### config.mk
export PLATFORM = sky130hd
export DESIGN_NAME = gcm_block_packer
export DESIGN_NICKNAME = d
export VERILOG_FILES = /design/src/rtl/gcm_block_packer_pkg.sv /design/src/rtl/gcm_block_packer.sv
export SDC_FILE = /design/constraint.sdc
export NUM_CORES = 1
export LEC_CHECK = 0
export ABC_AREA = 1
export ABC_CLOCK_PERIOD_IN_PS = 8050
export CAP_MARGIN = 10
export CORE_MARGIN = 5
export CORE_UTILIZATION = 50
export DETAILED_ROUTE_END_ITERATION = 12
export PLACE_DENSITY = 0.74
export SYNTH_ARGS = -nofsm -noshare
export SYNTH_HDL_FRONTEND = slang
export SYNTH_SLANG_ARGS = --single-unit
### constraint.sdc
create_clock -name clk -period 8.05 [get_ports clk]
set_input_delay 0.805 -clock clk [delete_from_list [all_inputs] [get_ports clk]]
set_output_delay 0.805 -clock clk [all_outputs]
set_load 0.02 [all_outputs]
### src/rtl/gcm_block_packer_pkg.sv
// Shared types and helpers for the GCM block packer feeding aes_api.
package aes_gcm_pkg;

    localparam int unsigned BLK_BYTES  = 16;
    localparam int unsigned BEAT_BYTES = 4;

    typedef enum logic [1:0] {FILL, EMIT, GAP, LENB} pack_state_t;

    // Low n bits set: byte lanes 0..n-1 carry message data.
    function automatic logic [BLK_BYTES-1:0] byte_mask_from_count(input logic [4:0] n);
        logic [BLK_BYTES-1:0] m;
        m = '0;
        for (int unsigned k = 0; k < BLK_BYTES; k++) begin
            if (5'(k) < n) m[k] = 1'b1;
        end
        return m;
    endfunction

    function automatic logic [2:0] keep_count(input logic [BEAT_BYTES-1:0] keep);
        return {2'b00, keep[0]} + {2'b00, keep[1]} + {2'b00, keep[2]} + {2'b00, keep[3]};
    endfunction

endpackage

### src/rtl/gcm_block_packer.sv
// Packs a 32-bit byte stream into zero-padded 128-bit aes_api blocks.
// Define GCM_PACK_LEN_BLOCK_EN to append the GHASH length block after each message.
module gcm_block_packer
    import aes_gcm_pkg::pack_state_t;
    import aes_gcm_pkg::FILL;
    import aes_gcm_pkg::EMIT;
    import aes_gcm_pkg::LENB;
    import aes_gcm_pkg::BLK_BYTES;
    import aes_gcm_pkg::BEAT_BYTES;
    import aes_gcm_pkg::byte_mask_from_count;
    import aes_gcm_pkg::keep_count;
#(
    parameter int unsigned GAP   = 1,
    parameter int unsigned LEN_W = 32
) (
    input  logic                      clk,
    input  logic                      reset,
    input  logic                      s_valid,
    output logic                      s_ready,
    input  logic [8*BEAT_BYTES-1:0]   s_data,
    input  logic [BEAT_BYTES-1:0]     s_keep,
    input  logic                      s_last,
    output logic                      o_new,
    output logic                      o_last,
    output logic [8*BLK_BYTES-1:0]    o_plain_text,
    output logic [BLK_BYTES-1:0]      o_byte_mask,
    output logic [LEN_W-1:0]          o_len_bytes,
    output logic                      o_len_blk
);

    // The bare name GAP is the parameter; the FSM state is always package-qualified.
    pack_state_t                state, state_n;
    logic [1:0]                 idx;
    logic [8*BLK_BYTES-1:0]     hold;
    logic [LEN_W-1:0]           byte_cnt;
    logic [3:0]                 gap_cnt;
    logic                       last_q;
    logic                       len_pend;
    logic [8*BLK_BYTES-1:0]     plain_q;
    logic [BLK_BYTES-1:0]       mask_q;
    logic [LEN_W-1:0]           len_q;

    logic                       fire, close;
    logic [BEAT_BYTES-1:0]      keep_eff;
    logic [2:0]                 beat_cnt;
    logic [4:0]                 blk_fill;
    logic [BLK_BYTES-1:0]       fill_mask;
    logic [8*BLK_BYTES-1:0]     fill_expand;
    logic [8*BLK_BYTES-1:0]     merged;
    logic [LEN_W:0]             cnt_sum;
    logic [LEN_W-1:0]           cnt_next;
    logic [63:0]                bit_len;
    logic [8*BLK_BYTES-1:0]     len_text;

`ifdef GCM_PACK_LEN_BLOCK_EN
    localparam bit LEN_EN = 1'b1;
    assign o_len_blk = (state == LENB);
`else
    localparam bit LEN_EN = 1'b0;
    assign o_len_blk = 1'b0;
`endif

    assign s_ready      = (state == FILL) && !reset;
    assign fire         = s_valid && s_ready;
    assign close        = fire && ((idx == 2'd3) || s_last);
    assign keep_eff     = s_last ? s_keep : '1;
    assign beat_cnt     = keep_count(keep_eff);
    assign blk_fill     = {1'b0, idx, 2'b00} + {2'b00, beat_cnt};
    assign fill_mask    = byte_mask_from_count(blk_fill);
    assign cnt_sum      = {1'b0, byte_cnt} + (LEN_W+1)'(beat_cnt);
    assign cnt_next     = cnt_sum[LEN_W] ? '1 : cnt_sum[LEN_W-1:0];

    assign o_new        = (state == EMIT) || (state == LENB);
    assign o_last       = (state == EMIT) && last_q;
    assign o_plain_text = plain_q;
    assign o_byte_mask  = mask_q;
    assign o_len_bytes  = len_q;

    always_comb begin
        merged = hold;
        merged[{idx, 5'b00000} +: 8*BEAT_BYTES] = s_data;
        fill_expand = '0;
        for (int unsigned k = 0; k < BLK_BYTES; k++) begin
            fill_expand[8*k +: 8] = {8{fill_mask[k]}};
        end
    end

    // Length block: len(A)=0 in bytes 0..7, message bit length big-endian in bytes 8..15.
    always_comb begin
        bit_len = '0;
        bit_len[LEN_W-1:0] = len_q;
        bit_len = bit_len << 3;
        len_text = '0;
        for (int unsigned j = 0; j < 8; j++) begin
            len_text[8*(8+j) +: 8] = bit_len[8*(7-j) +: 8];
        end
    end

    always_comb begin
        state_n = state;
        unique case (state)
            FILL: if (close) state_n = EMIT;
            EMIT: begin
                if (GAP > 0)       state_n = aes_gcm_pkg::GAP;
                else if (len_pend) state_n = LENB;
                else               state_n = FILL;
            end
            aes_gcm_pkg::GAP: if (gap_cnt == '0) state_n = len_pend ? LENB : FILL;
            LENB: state_n = (GAP > 0) ? aes_gcm_pkg::GAP : FILL;
            default: state_n = FILL;
        endcase
    end

    always_ff @(posedge clk) begin
        if (reset) state <= FILL;
        else       state <= state_n;
    end

    always_ff @(posedge clk) begin
        if (reset) begin
            gap_cnt <= '0;
        end else if (state_n == aes_gcm_pkg::GAP && state != aes_gcm_pkg::GAP) begin
            gap_cnt <= 4'(GAP - 1);
        end else if (state == aes_gcm_pkg::GAP && gap_cnt != '0) begin
            gap_cnt <= gap_cnt - 4'd1;
        end
    end

    always_ff @(posedge clk) begin
        if (reset) begin
            hold     <= '0;
            idx      <= '0;
            byte_cnt <= '0;
            plain_q  <= '0;
            mask_q   <= '0;
            last_q   <= 1'b0;
            len_q    <= '0;
            len_pend <= 1'b0;
        end else begin
            if (fire) begin
                hold     <= merged;
                idx      <= idx + 2'd1;
                byte_cnt <= cnt_next;
            end
            if (close) begin
                plain_q <= merged & fill_expand;
                mask_q  <= fill_mask;
                last_q  <= s_last;
                if (s_last) begin
                    len_q    <= cnt_next;
                    byte_cnt <= '0;
                    idx      <= '0;
                    len_pend <= LEN_EN;
                end
            end
            if (state_n == LENB && state != LENB) begin
                plain_q  <= len_text;
                mask_q   <= '1;
                last_q   <= 1'b0;
                len_pend <= 1'b0;
            end
        end
    end

endmodule

# Word level (Yosys, flattened, before mapping)
# Index checks and enable logic that the tools add are counted.
[word_totals] register_bits=345 word_cells=95 inputBits=40 output_inout_bits=180
[op_classes] reduce_logical=18 eq_ne=8 n_lt_le_gt_ge=16 n_bitwise=1 add_sub_neg=8 n_shift=2 n_mux=32
[ops] operator="$mux W128" count=2
[ops] operator="$and A128 B128 Y128" count=1
[ops] operator="$bwmux W128" count=1
[ops] operator="$mux W32" count=4
[ops] operator="$shift A32 B9 Y128 const A" count=1
[ops] operator="$shiftx A32 B9 Y128" count=1
[ops] operator="$lt A4 B5 Y1 const A" count=8
[ops] operator="$add A32 B3 Y33" count=1
[ops] operator="$mux W16" count=2
[ops] operator="$lt A3 B5 Y1 const A" count=4
[ops] operator="$mux W1" count=16
[ops] operator="$eq A2 B2 Y1 const B" count=5
[ops] operator="$lt A1 B5 Y1 const A" count=2
[ops] operator="$lt A2 B5 Y1 const A" count=2
[ops] operator="$mux W2" count=5
[ops] operator="$neg A7 Y9" count=1
[ops] operator="$logic_and A1 B1 Y1" count=7
[ops] operator="$pmux W2 S3" count=1
[ops] operator="$reduce_or A2 Y1" count=3
[ops] operator="$add A4 B3 Y5" count=1
[ops] operator="$logic_not A4 Y1" count=1
[ops] operator="$mux W4" count=1
[ops] operator="$ne A2 B2 Y1 const B" count=2
[ops] operator="$reduce_bool A4 Y1" count=1
[ops] operator="other kinds (11)" count=12

# Depth between registers and ports, before layout
# Gate-level depths: netlist of the first run.
[depth] word_depth=10 mapped_depth=17 mapped_depth_nobuf=17

# Worst setup path before layout of the first run
# Ideal clock, no wire load.
[synth_path] path_type="input-to-reg" start="input s_last" end="register byte_cnt[23]" cell_stages=15 path_slack_ns=4.216 setup_ns=0.064 path_buffers=1 t_arrival_ns=3.770 required_time_ns=7.986 path_cell_list="inv_1 or2_2 fa_1 ha_1 ha_1 inv_1 fa_1 inv_1 nand4_1 nand2_1 nand4_1 clkbuf_1 nand3_1 nor2_1 nor2_1"
[synth_via] elab_chain_cells=9 elab_cells_between_ends=11 classes_between="add/sub: 4; mux: 5; reduce/logical: 2"
[synth_lines] element="from (decl)" line="gcm_block_packer.sv:22" rtl="input logic s_last,"
[synth_lines] element="$mux W4" line="gcm_block_packer.sv:66" rtl="assign keep_eff = s_last ? s_keep : '1;"
[synth_lines] element="$add A1 B1 Y2" line="gcm_block_packer_pkg.sv:20" rtl="return {2'b00, keep[0]} + {2'b00, keep[1]} + {2'b00, keep[2]} + {2'b00, keep[3]};"
[synth_lines] element="$add A2 B1 Y3" line="gcm_block_packer_pkg.sv:20"
[synth_lines] element="$add A3 B1 Y3" line="gcm_block_packer_pkg.sv:20"
[synth_lines] element="$add A32 B3 Y33" line="gcm_block_packer.sv:70" rtl="assign cnt_sum = {1'b0, byte_cnt} + (LEN_W+1)'(beat_cnt);"
[synth_lines] element="$mux W32" line="gcm_block_packer.sv:71" rtl="assign cnt_next = cnt_sum[LEN_W] ? '1 : cnt_sum[LEN_W-1:0];"
[synth_lines] element="$mux W32" line="gcm_block_packer.sv:140" rtl="if (fire) begin"
[synth_lines] element="$mux W32" line="gcm_block_packer.sv:149" rtl="if (s_last) begin"
[synth_lines] element="$mux W32 (*)" line="gcm_block_packer.sv:145" rtl="if (close) begin"
[synth_lines] element="to (signal assigned)" line="gcm_block_packer.sv:143" rtl="byte_cnt <= cnt_next;"
[synth_lines] element="to (decl)" line="gcm_block_packer.sv:35" rtl="logic [LEN_W-1:0] byte_cnt;"
# Every way passes the cells marked *; elsewhere a longest branch is shown, timed or not.
# A chain may end at the register's enable or synchronous reset.

# Worst setup path in the final report of the first run
[layout_path] start="input s_last" end="register len_q[20] (netlist: o_len_bytes[20])"
[layout_via] elab_chain_cells=6 elab_cells_between_ends=9 classes_between="add/sub: 4; mux: 2; reduce/logical: 3"
[layout_lines] element="$mux W4" line="gcm_block_packer.sv:66"
[layout_lines] element="$add A1 B1 Y2" line="gcm_block_packer_pkg.sv:20"
[layout_lines] element="$add A2 B1 Y3" line="gcm_block_packer_pkg.sv:20"
[layout_lines] element="$add A3 B1 Y3" line="gcm_block_packer_pkg.sv:20"
[layout_lines] element="$add A32 B3 Y33" line="gcm_block_packer.sv:70"
[layout_lines] element="$mux W32" line="gcm_block_packer.sv:71"
[layout_lines] element="to (signal assigned)" line="gcm_block_packer.sv:150" rtl="len_q <= cnt_next;"
[layout_lines] element="to (decl)" line="gcm_block_packer.sv:41" rtl="logic [LEN_W-1:0] len_q;"
# Several ways; a longest one is shown, not always the timed one.

==> results of run 1 <==
## worst paths after layout
path	depth (start not counted)	start	end
max	16	s_last	o_len_bytes[20]
max reg2reg	12	state[0]	o_byte_mask[12]
min reg2reg	2	o_len_bytes[18]	o_len_bytes[18]
min	2	o_len_bytes[18]	o_len_bytes[18]
## cell usage in the layout (no fill, tap or decap), types with 12 or more instances in the layout
master           count
a211oi_1            33
a21oi_1            249
a22oi_1             55
a32o_1              13
buf_4               16
clkbuf_16           41
clkdlybuf4s50_1    217
dfxtp_1            345
ha_1                14
inv_1              183
nand2_1            446
nand3_1             52
nand4_1             12
nor2_1             201
o21a_1              21
o21ai_0            135
o22ai_1             32
or2_2               39
## stage by stage
| stage | std cells | area, um2 | utilization (%) | power, mW |
|---|---|---|---|---|
| 6_report | 2605 | 18500 | 62.6 | 4.04 |
| 5_1_grt | 2604 | 18500 | 62.6 | 4.18 |
| 4_1_cts | 2604 | 18500 | 62.6 | 4.04 |
| 3_5_place_dp | 2537 | 17300 | 58.4 | 2.33 |
| 3_3_place_gp | 2537 | 17300 | 58.4 | 2.32 |
| 2_1_floorplan | 2042 | 15000 | - | 2.17 |
## cell type report
| cell class | count | area share (%) |
|---|---|---|
| flip-flops and latches | 345 | 37.3 |
| multi-input cells | 1377 | 37.0 |
| repair buffers | 233 | 12.4 |
| clock buffers | 58 | 6.37 |
| inverters | 192 | 3.93 |
| well taps | 390 | 2.64 |
| clock inverters | 9 | 0.399 |
| diodes | 1 | 0.0135 |
## power groups by stage
stage	Clock, mW	Combinational (mW)	Sequential [mW]
after floorplan	0	0.300	1.87
after global placement	0	0.460	1.86
after detailed placement	0	0.470	1.86
after CTS	1.75	0.472	1.82
after global routing	1.83	0.523	1.83
final	1.73	0.480	1.82
## worst min-delay path: cells and delay by family (launching register included)
family / cells / cell delay (ns)
flip-flops: 1 / 0.31
AND/OR/NAND/NOR: 2 / 0.10
## registers in the layout, indices dropped and copies added, names as in the netlist
name          flops
hold            128
o_plain_text    128
idx               2
state             2
gap_cnt           4
byte_cnt         32
o_len_bytes      32
o_byte_mask      16
last_q            1
## kinds of logic after synthesis
| logic type | Yosys count | share of synthesized area [%] |
|---|---|---|
| adders and majority gates | 16 | 1.44 |
| buffers and inverters | 320 | 8.28 |
| and+or+nand+nor | 779 | 21.3 |
| xor gates and xnor gates | 14 | 0.819 |
| AOI/OAI and AO/OA | 566 | 22.0 |
| DFF | 345 | 46.1 |
| muxes | 1 | 0.0669 |
| other | 1 | 0.0251 |
## layer usage
layer	share of wire, %	up-vias	global-route usage [%]	wire [um]
met5	0	-	0	0
met2	44	642	41.0	20600
met1	44	6784	38.2	20700
met3	9.6	99	5.28	4550
met4	3.1	0	8.79	1470
li1	-	7018	-	-
==> metrics, run 1 <==
final slew viol count 0; area of the multi-input gates between 0.006 and 0.007 mm2; CP Buf/Inv Count 6; startpoint types primary input; TNS Setup 0 ns; cell mode on critical path inv_1; 1st-pass router iterations 6; sequential fraction of design power between 40% and 50%; unrepaired setup endpoints after global routing no; CTS hold repair buffers 0; power per cell area roughly 220 mW/mm2; critical path class primary input to register; Peak supply drop 0.118 mV; slowest cell on the critical path nand4_1; largest net degree at the start of global routing 126; nature of the critical path endpoint register; CTS Buffer Depth 3; Routed WL per cell 18.2 um; Highest Clock Rate 200 MHz; Hold Path Class register to register; core box area about 0.030 mm2; DR iter-0 viols about 1,600; via count 14,500; synth warn 0; CTS tree done; setup slack, reg-to-reg 4.36 ns; Crit path required time 8.48 ns; Area Overhead vs Synth 23.7%; fraction of synthesized cell area taken by the top area cell type 46.1%; Max Clock Skew 0.0146 ns; grt total ovfl 0; Netlist cell types 40; final WL between 40,000 and 50,000 um; main flop type after synthesis dfxtp_1; CP max stage delay 0.71 ns; Filler Cells Inserted ~2,600; Max-cap violations 0; post-route ant nets 0; top-count cell post-synth nand2_1; post-CTS setup buffers 0; Combinational Power Share 11.9%; die area 0.0335 mm2; vias in the first global route 13,300; Max H-tree Level 2; number of cell rows 63; post-synthesis sequential area ratio 46.1%; setup ws final about 3.1 ns; die height 183 um; Final Hold Violating Endpoints 0; layout cells sized above 1 6.01%; Clock Latency Late Sink 0.52 ns; clock sink total 345; EDFF count, synth 0; Final GP Congestion 0.919; Fin Hold WS around 0.45 ns; FFs w/ async S/R, synth 0%; Die W 183 um; Final #Nets 2,243; post-DP HPWL 32,500 um; Setup Viol. Count Final 0; drt drc 0; IO Port Bufs 218; clock slew seen by the registers of the worst setup and hold paths 0.06 ns; Switching Fraction 26.1%; sequential cell area 0.00691 mm2; minimum clock period 5.00 ns; Final period util between 60 and 70%; initial antenna violation count 0; Initial Util between 50 and 60%; Yosys top cell by area dfxtp_1; CTS buffer count 38; Total GRT Usage 26.8%; Sw Pwr 1.05 mW; CTS resizes 0; Arr. time, crit path 5.43 ns; crit-path max FO 18; Slew HR 19.8%; register bit total from synthesis 345; Synth area leaders dfxtp_1, nand2_1, a21oi_1, nor2_1, inv_1; Synth Cell Area 0.0150 mm2; Largest delay share family, worst path adder cells; Syn Nets ~2,100; Leak Pwr just over 7 nW; worst-path cell chain clkdlybuf4s50_1, inv_1, or2_2, fa_1, ha_1, ha_1, inv_1, fa_1, inv_1, nand4_1, nand2_1, nand4_1, buf_4, inv_1, nor2_1, o21ai_0; top post-synthesis cells by count nand2_1, dfxtp_1, a21oi_1, nor2_1, inv_1; Worst-Margin Slew 1.20 ns; Post-Syn Area per Cell 7.33 um2; post-synthesis cell count 2,042; internal power about 3.0 mW; global-route wire length before repair 72,900 um; IO Pins 220; vias per cell 5.58; clk root buf clkbuf_16; Clk pwr share 42.9%; status finished clean; pre-CTS setup slack 2.57 ns
Note: power is estimated with default switching activity, not from simulation.
==> run 2, diff against run 1 <==
Settings changed: ABC_CLOCK_PERIOD_IN_PS 8050 to 4700.
Clock period 8.05 ns to 4.7 ns, I/O delays scaled along.
==> run 2 against run 1 <==
  * Final cell count grew 0.15%
  * Clock-buffer cell count fell by 6
  * Combinational power up 71%
  * Total power is 72% higher
  * Clock power up 72%
  * Sequential share of layout area shrank 0.11 points
  * First-iteration DRC count decreased by 2.3%
  * Final area rose by 0.30%
  * Flip-flop and latch count unchanged
  * Critical path depth is the same
  * Register-to-register slack worse by 2.5 ns
  * Largest power group unchanged
==> metrics, run 2 (synthesis gave the netlist of run 1 again) <==
status finished clean; area of the multi-input gates 0.00684 mm2 (about the same); 1st-pass router iterations 6 (unchanged); Max Clock Skew 0.0213 ns (+0.00676 ns); drt drc 0 (unchanged); post-route ant nets 0 (unchanged); Max H-tree Level 2 (unchanged); leading cell type in the layout, fill and taps excluded nand2_1; Hold Path Class primary input to register; Highest Clock Rate 256 MHz; clock slew seen by the registers of the worst setup and hold paths 0.06 ns (about the same); TNS Setup 0 ns (unchanged); initial antenna violation count 1 (+1); global route hottest layer met2; ant diodes 0 (-1); IO Port Bufs 218 (unchanged); Routed WL per cell 18.1 um (-0.30%); via count 14,500 (-0.12%); final slew viol count 0 (unchanged); Initial Util 50.6% (unchanged); Worst-Margin Slew 1.18 ns (-0.0151 ns); final WL 47,200 um (-0.14%); Crit path required time 5.13 ns (-3.35 ns); CTS resizes 0 (unchanged); vias in the first global route 13,300 (+0.69%); worst-path cell chain clkdlybuf4s50_1, inv_1, or2_2, fa_1, ha_1, ha_1, inv_1, fa_1, inv_1, nand4_1, nand2_1, nand4_1, buf_4, inv_1, nor2_1, mux2i_1; Final GP Congestion 0.932 (+1.4%); post-CTS setup buffers 0 (unchanged); vias per cell 5.57 (-0.28%); slowest cell on the critical path fa_1; Arr. time, crit path 4.34 ns (-1.09 ns); IO Pins 220 (unchanged); startpoint types primary input; Slew HR 21.0% (+1.2 points); CP max stage delay 0.53 ns (-0.18 ns); Setup Viol. Count Final 0 (unchanged); DP Area 0.0173 mm2 (+0.43%); Final Hold Violating Endpoints 0 (unchanged); CTS tree done; Total GRT Usage 26.9% (+0.093 points); clock sink total 345 (unchanged); CTS hold repair buffers 0 (unchanged); sequential cell area 0.00691 mm2 (unchanged); Final #Nets 2,251 (+0.36%); fin area 0.0186 mm2 (+0.30%); core box area 0.0296 mm2 (unchanged); die area 0.0335 mm2 (unchanged); critical path class primary input to register; cell mode on critical path inv_1; number of cell rows 63 (unchanged); CTS buffer count 37 (-2.6%); grt met2 use 40.9% (-0.13 points); Max-cap violations 0 (unchanged); Peak supply drop 0.226 mV (+91%); Leak Pwr 7.14 nW (+0.45%); grt total ovfl 0 (unchanged); Final period util 83.2%; Die W 183 um (unchanged); unrepaired setup endpoints after global routing no; clk root buf clkbuf_16; Area Overhead vs Synth 24.1%; minimum clock period 3.91 ns; die height 183 um (unchanged); layout cells sized above 1 6.22% (+0.21 points); post-DP HPWL 32,700 um (+0.59%); CTS Buffer Depth 3 (unchanged); met3 Use GR 6.13% (+0.85 points); M1 GR Usage 38.0% (-0.19 points); power per cell area 373 mW/mm2 (+71%); largest net degree at the start of global routing 111 (-12%); nature of the critical path endpoint register; global-route wire length before repair 73,300 um (+0.54%); Filler Cells Inserted 2,604 (-1.1%); Clock Latency Late Sink 0.53 ns (about the same); commonest cells after routing, fill and taps aside nand2_1, dfxtp_1, a21oi_1; crit-path max FO 26 (+8); DR iter-0 viols 1,576 (-2.3%)
## run 2: layout make-up
| type | count | share of cell area, % |
|---|---|---|
| Multi-Input combinational cell | 1377 | 36.8 |
| Timing Repair Buffer | 242 | 12.8 |
| Tap cell | 390 | 2.63 |
| Clock inverter | 11 | 0.876 |
| Inverter | 192 | 3.91 |
| Clock buffer | 52 | 5.79 |
| Sequential cell | 345 | 37.2 |
## run 2: worst paths after layout
path | startpoint | endpoint | slack, ns | cells after the start
min reg2reg | o_len_bytes[30] | o_len_bytes[30] | 0.45 | 2
min | reset | gap_cnt[3] | 0.24 | 4
max | s_last | o_len_bytes[19] | 0.79 | 16
max reg2reg | idx[0] | o_plain_text[56] | 1.85 | 7
## run 2: power breakdown
group	total [mW]	switching, mW	internal [mW]
clock network	2.98	1.17	1.81
logic	0.823	0.547	0.276
registers	3.12	0.0721	3.05
## run 2: per-stage QoR
stage | worst slack (ns) | std cells | hold slack, ns | power [mW] | util (%)
after floorplan | 1.20 | 2042 | 0.436 | 3.71 | -
after global placement | 0.406 | 2546 | 0.438 | 3.97 | 58.6
after detailed placement | 0.321 | 2546 | 0.438 | 3.99 | 58.6
after CTS | 0.825 | 2609 | 0.236 | 6.95 | 62.8
after global routing | 0.546 | 2609 | 0.238 | 7.18 | 62.8
final | 0.791 | 2609 | 0.243 | 6.93 | 62.8
## run 2: critical path, delay by kind of cell
kind                       cells  cell delay [ns]
muxes                          1             0.16
buffers and inverters          6             1.25
and+or+nand+nor                5             0.91
adders and majority gates      4             1.55
## run 2: metal layers
layer	routed length, um	up-vias	part of all wire (%)
li1	-	7022	-
met1	20500	6778	43
met2	20600	631	44
met3	4680	92	9.9
met4	1490	2	3.2
met5	13	-	0.028
==> run 3, diff against run 2 <==
Settings changed: ABC_CLOCK_PERIOD_IN_PS 4700 to 4000.
Clock period 4.7 ns to 4 ns, I/O delays scaled along.
==> run 3 against run 2 <==
  * Final cell count is 0.84% higher
  * Setup slack worse by 0.37 ns
  * Total power is 14% higher
  * Via count is 0.13% higher
==> metrics, run 3 (synthesis gave the netlist of run 1 again) <==
Peak supply drop 0.283 mV (+25%); sequential cell area 0.00691 mm2 (unchanged); Max Clock Skew 0.00945 ns (-0.0119 ns); clock slew seen by the registers of the worst setup and hold paths 0.06 ns (about the same); startpoint types primary input; Highest Clock Rate around 280 MHz; clock sink total 345 (unchanged); dpl cells 2,566 (+0.79%); power per cell area 424 mW/mm2 (+14%); post-route ant nets 0 (unchanged); grt total ovfl 0 (unchanged); DR iter-0 viols 1,657 (+5.1%); post-DP HPWL 33,000 um (+0.87%); via count 14,500 (+0.13%); Sw Pwr 2.11 mW (+18%); Initial Util 50.6% (unchanged); Max-cap violations 0 (unchanged); largest net degree at the start of global routing 97 (-13%); CTS resizes 0 (unchanged); final slew viol count 0 (unchanged); CTS hold repair buffers 0 (unchanged); Hold Path Class primary input to register; initial antenna violation count 0 (-1); Clock Latency Late Sink 0.52 ns (about the same); Final #Nets 2,271 (+0.89%); CTS tree done; vias in the first global route 13,400 (+0.55%); internal power 5.80 mW (+13%); Arr. time, crit path 4.03 ns (-0.31 ns); CTS Buffer Depth 3 (unchanged); die height 183 um (unchanged); final non-filler cell total 2,631 (+0.84%); IO Pins 220 (unchanged); sequential fraction of design power 46.4% (+1.3 points); Clk pwr share 41.2% (-1.8 points); unrepaired setup endpoints after global routing no; IO Port Bufs 218 (unchanged); Combinational Power Share 12.4% (+0.5 points); clk root buf clkbuf_16; Final GP Congestion 0.927 (-0.56%); die area 0.0335 mm2 (unchanged); nature of the critical path endpoint register; Leak Pwr 7.19 nW (+0.79%); 1st-pass router iterations 6 (unchanged); Slew HR 34.4% (+13 points); Routed WL per cell 17.9 um (-0.91%); Die W 183 um (unchanged); status finished clean; Filler Cells Inserted 2,617 (+0.50%); Final Power 7.91 mW (+14%); minimum clock period between 3 and 4 ns; area of the multi-input gates 0.00683 mm2 (about the same); Setup Viol. Count Final 0 (unchanged); Max H-tree Level 2 (unchanged); global-route wire length before repair 73,300 um (about the same); Area Overhead vs Synth 24.5%; number of cell rows 63 (unchanged); post-CTS setup buffers 0 (unchanged); setup slack, reg-to-reg 1.42 ns (-0.43 ns); critical path class primary input to register; Worst-Margin Slew 0.984 ns (-0.199 ns); Final period util between 80% and 90%; Switching Fraction 26.7% (+0.86 points); core box area 0.0296 mm2 (unchanged); ant diodes 0 (unchanged); final WL 47,200 um (about the same); leading cell type in the layout, fill and taps excluded nand2_1; Total GRT Usage 26.9% (about the same); Crit path required time 4.45 ns (-0.68 ns); CTS buffer count 37 (unchanged); commonest cells after routing, fill and taps aside nand2_1, dfxtp_1, a21oi_1; Final Hold Violating Endpoints 0 (unchanged); crit-path max FO 19 (-27%); drt drc 0 (unchanged); vias per cell 5.53 (-0.71%); layout cells sized above 1 7.05% (+0.83 points)
-- run 3: cell types whose count changed in the layout (fill, tap and decap cells not counted), sizes merged --
cell      previous run  this run
clkinv               9        12
clkinvlp             0         2
clkbuf              52        53
bufinv               4         0
buf                 25        45
-- run 3: layout make-up --
cell class                 count  share of cell area, %
inverter                     192                   3.90
clock buffer                  53                   5.79
timing repair buffer         262                   13.6
tap                          390                   2.62
multi-input combinational   1377                   36.7
clock inverter                12                  0.369
sequential                   345                   37.1
-- run 3: worst max-delay path: stages --
cell             delay [ns]
clkdlybuf4s50_1        0.45
inv_1                  0.06
or2_2                  0.29
fa_1                   0.53
ha_1                   0.22
ha_1                   0.30
inv_1                  0.08
fa_1                   0.43
inv_1                  0.10
nand4_1                0.13
nand2_1                0.22
nand4_1                0.22
buf_4                  0.28
nand3_1                0.13
nor2_1                 0.05
nor2_1                 0.12
-- run 3: per-stage QoR --
| step | hold WS (ns) | instance area, um2 | setup slack [ns] | util, % | setup TNS [ns] |
|---|---|---|---|---|---|
| after floorplan | 0.436 | 15000 | 0.571 | - | 0 |
| after global placement | 0.438 | 17500 | 0.0423 | 59.2 | 0 |
| after detailed placement | 0.441 | 17500 | -0.0751 | 59.2 | -0.575 |
| after CTS | 0.179 | 18600 | 0.456 | 63.0 | 0 |
| after global routing | 0.196 | 18600 | 0.156 | 63.0 | 0 |
| final | 0.182 | 18600 | 0.424 | 63.0 | 0 |
-- run 3: path summary, 6_finish.rpt --
check / cells after the start / start / to
setup / recovery: 16 / s_last / byte_cnt[29]
hold / removal: 4 / reset / gap_cnt[3]
setup reg to reg: 12 / idx[0] / o_plain_text[81]
hold reg to reg: 2 / o_len_bytes[9] / o_len_bytes[9]
-- run 3: metal layers --
| layer | track usage, % | up-vias | part of all wire [%] |
|---|---|---|---|
| li1 | - | 7060 | - |
| met1 | 38.1 | 6799 | 44 |
| met2 | 41.8 | 606 | 44 |
| met3 | 5.55 | 79 | 9.0 |
| met4 | 7.57 | 0 | 2.7 |
| met5 | 0 | - | 0 |
-- run 3: power groups by stage --
stage	clock network (mW)	registers, mW	logic (mW)
3_3_place_gp	0	3.74	0.947
4_1_cts	3.29	3.67	0.971
6_report	3.26	3.67	0.983
5_1_grt	3.42	3.68	1.08
2_1_floorplan	0	3.76	0.604
3_5_place_dp	0	3.74	0.965
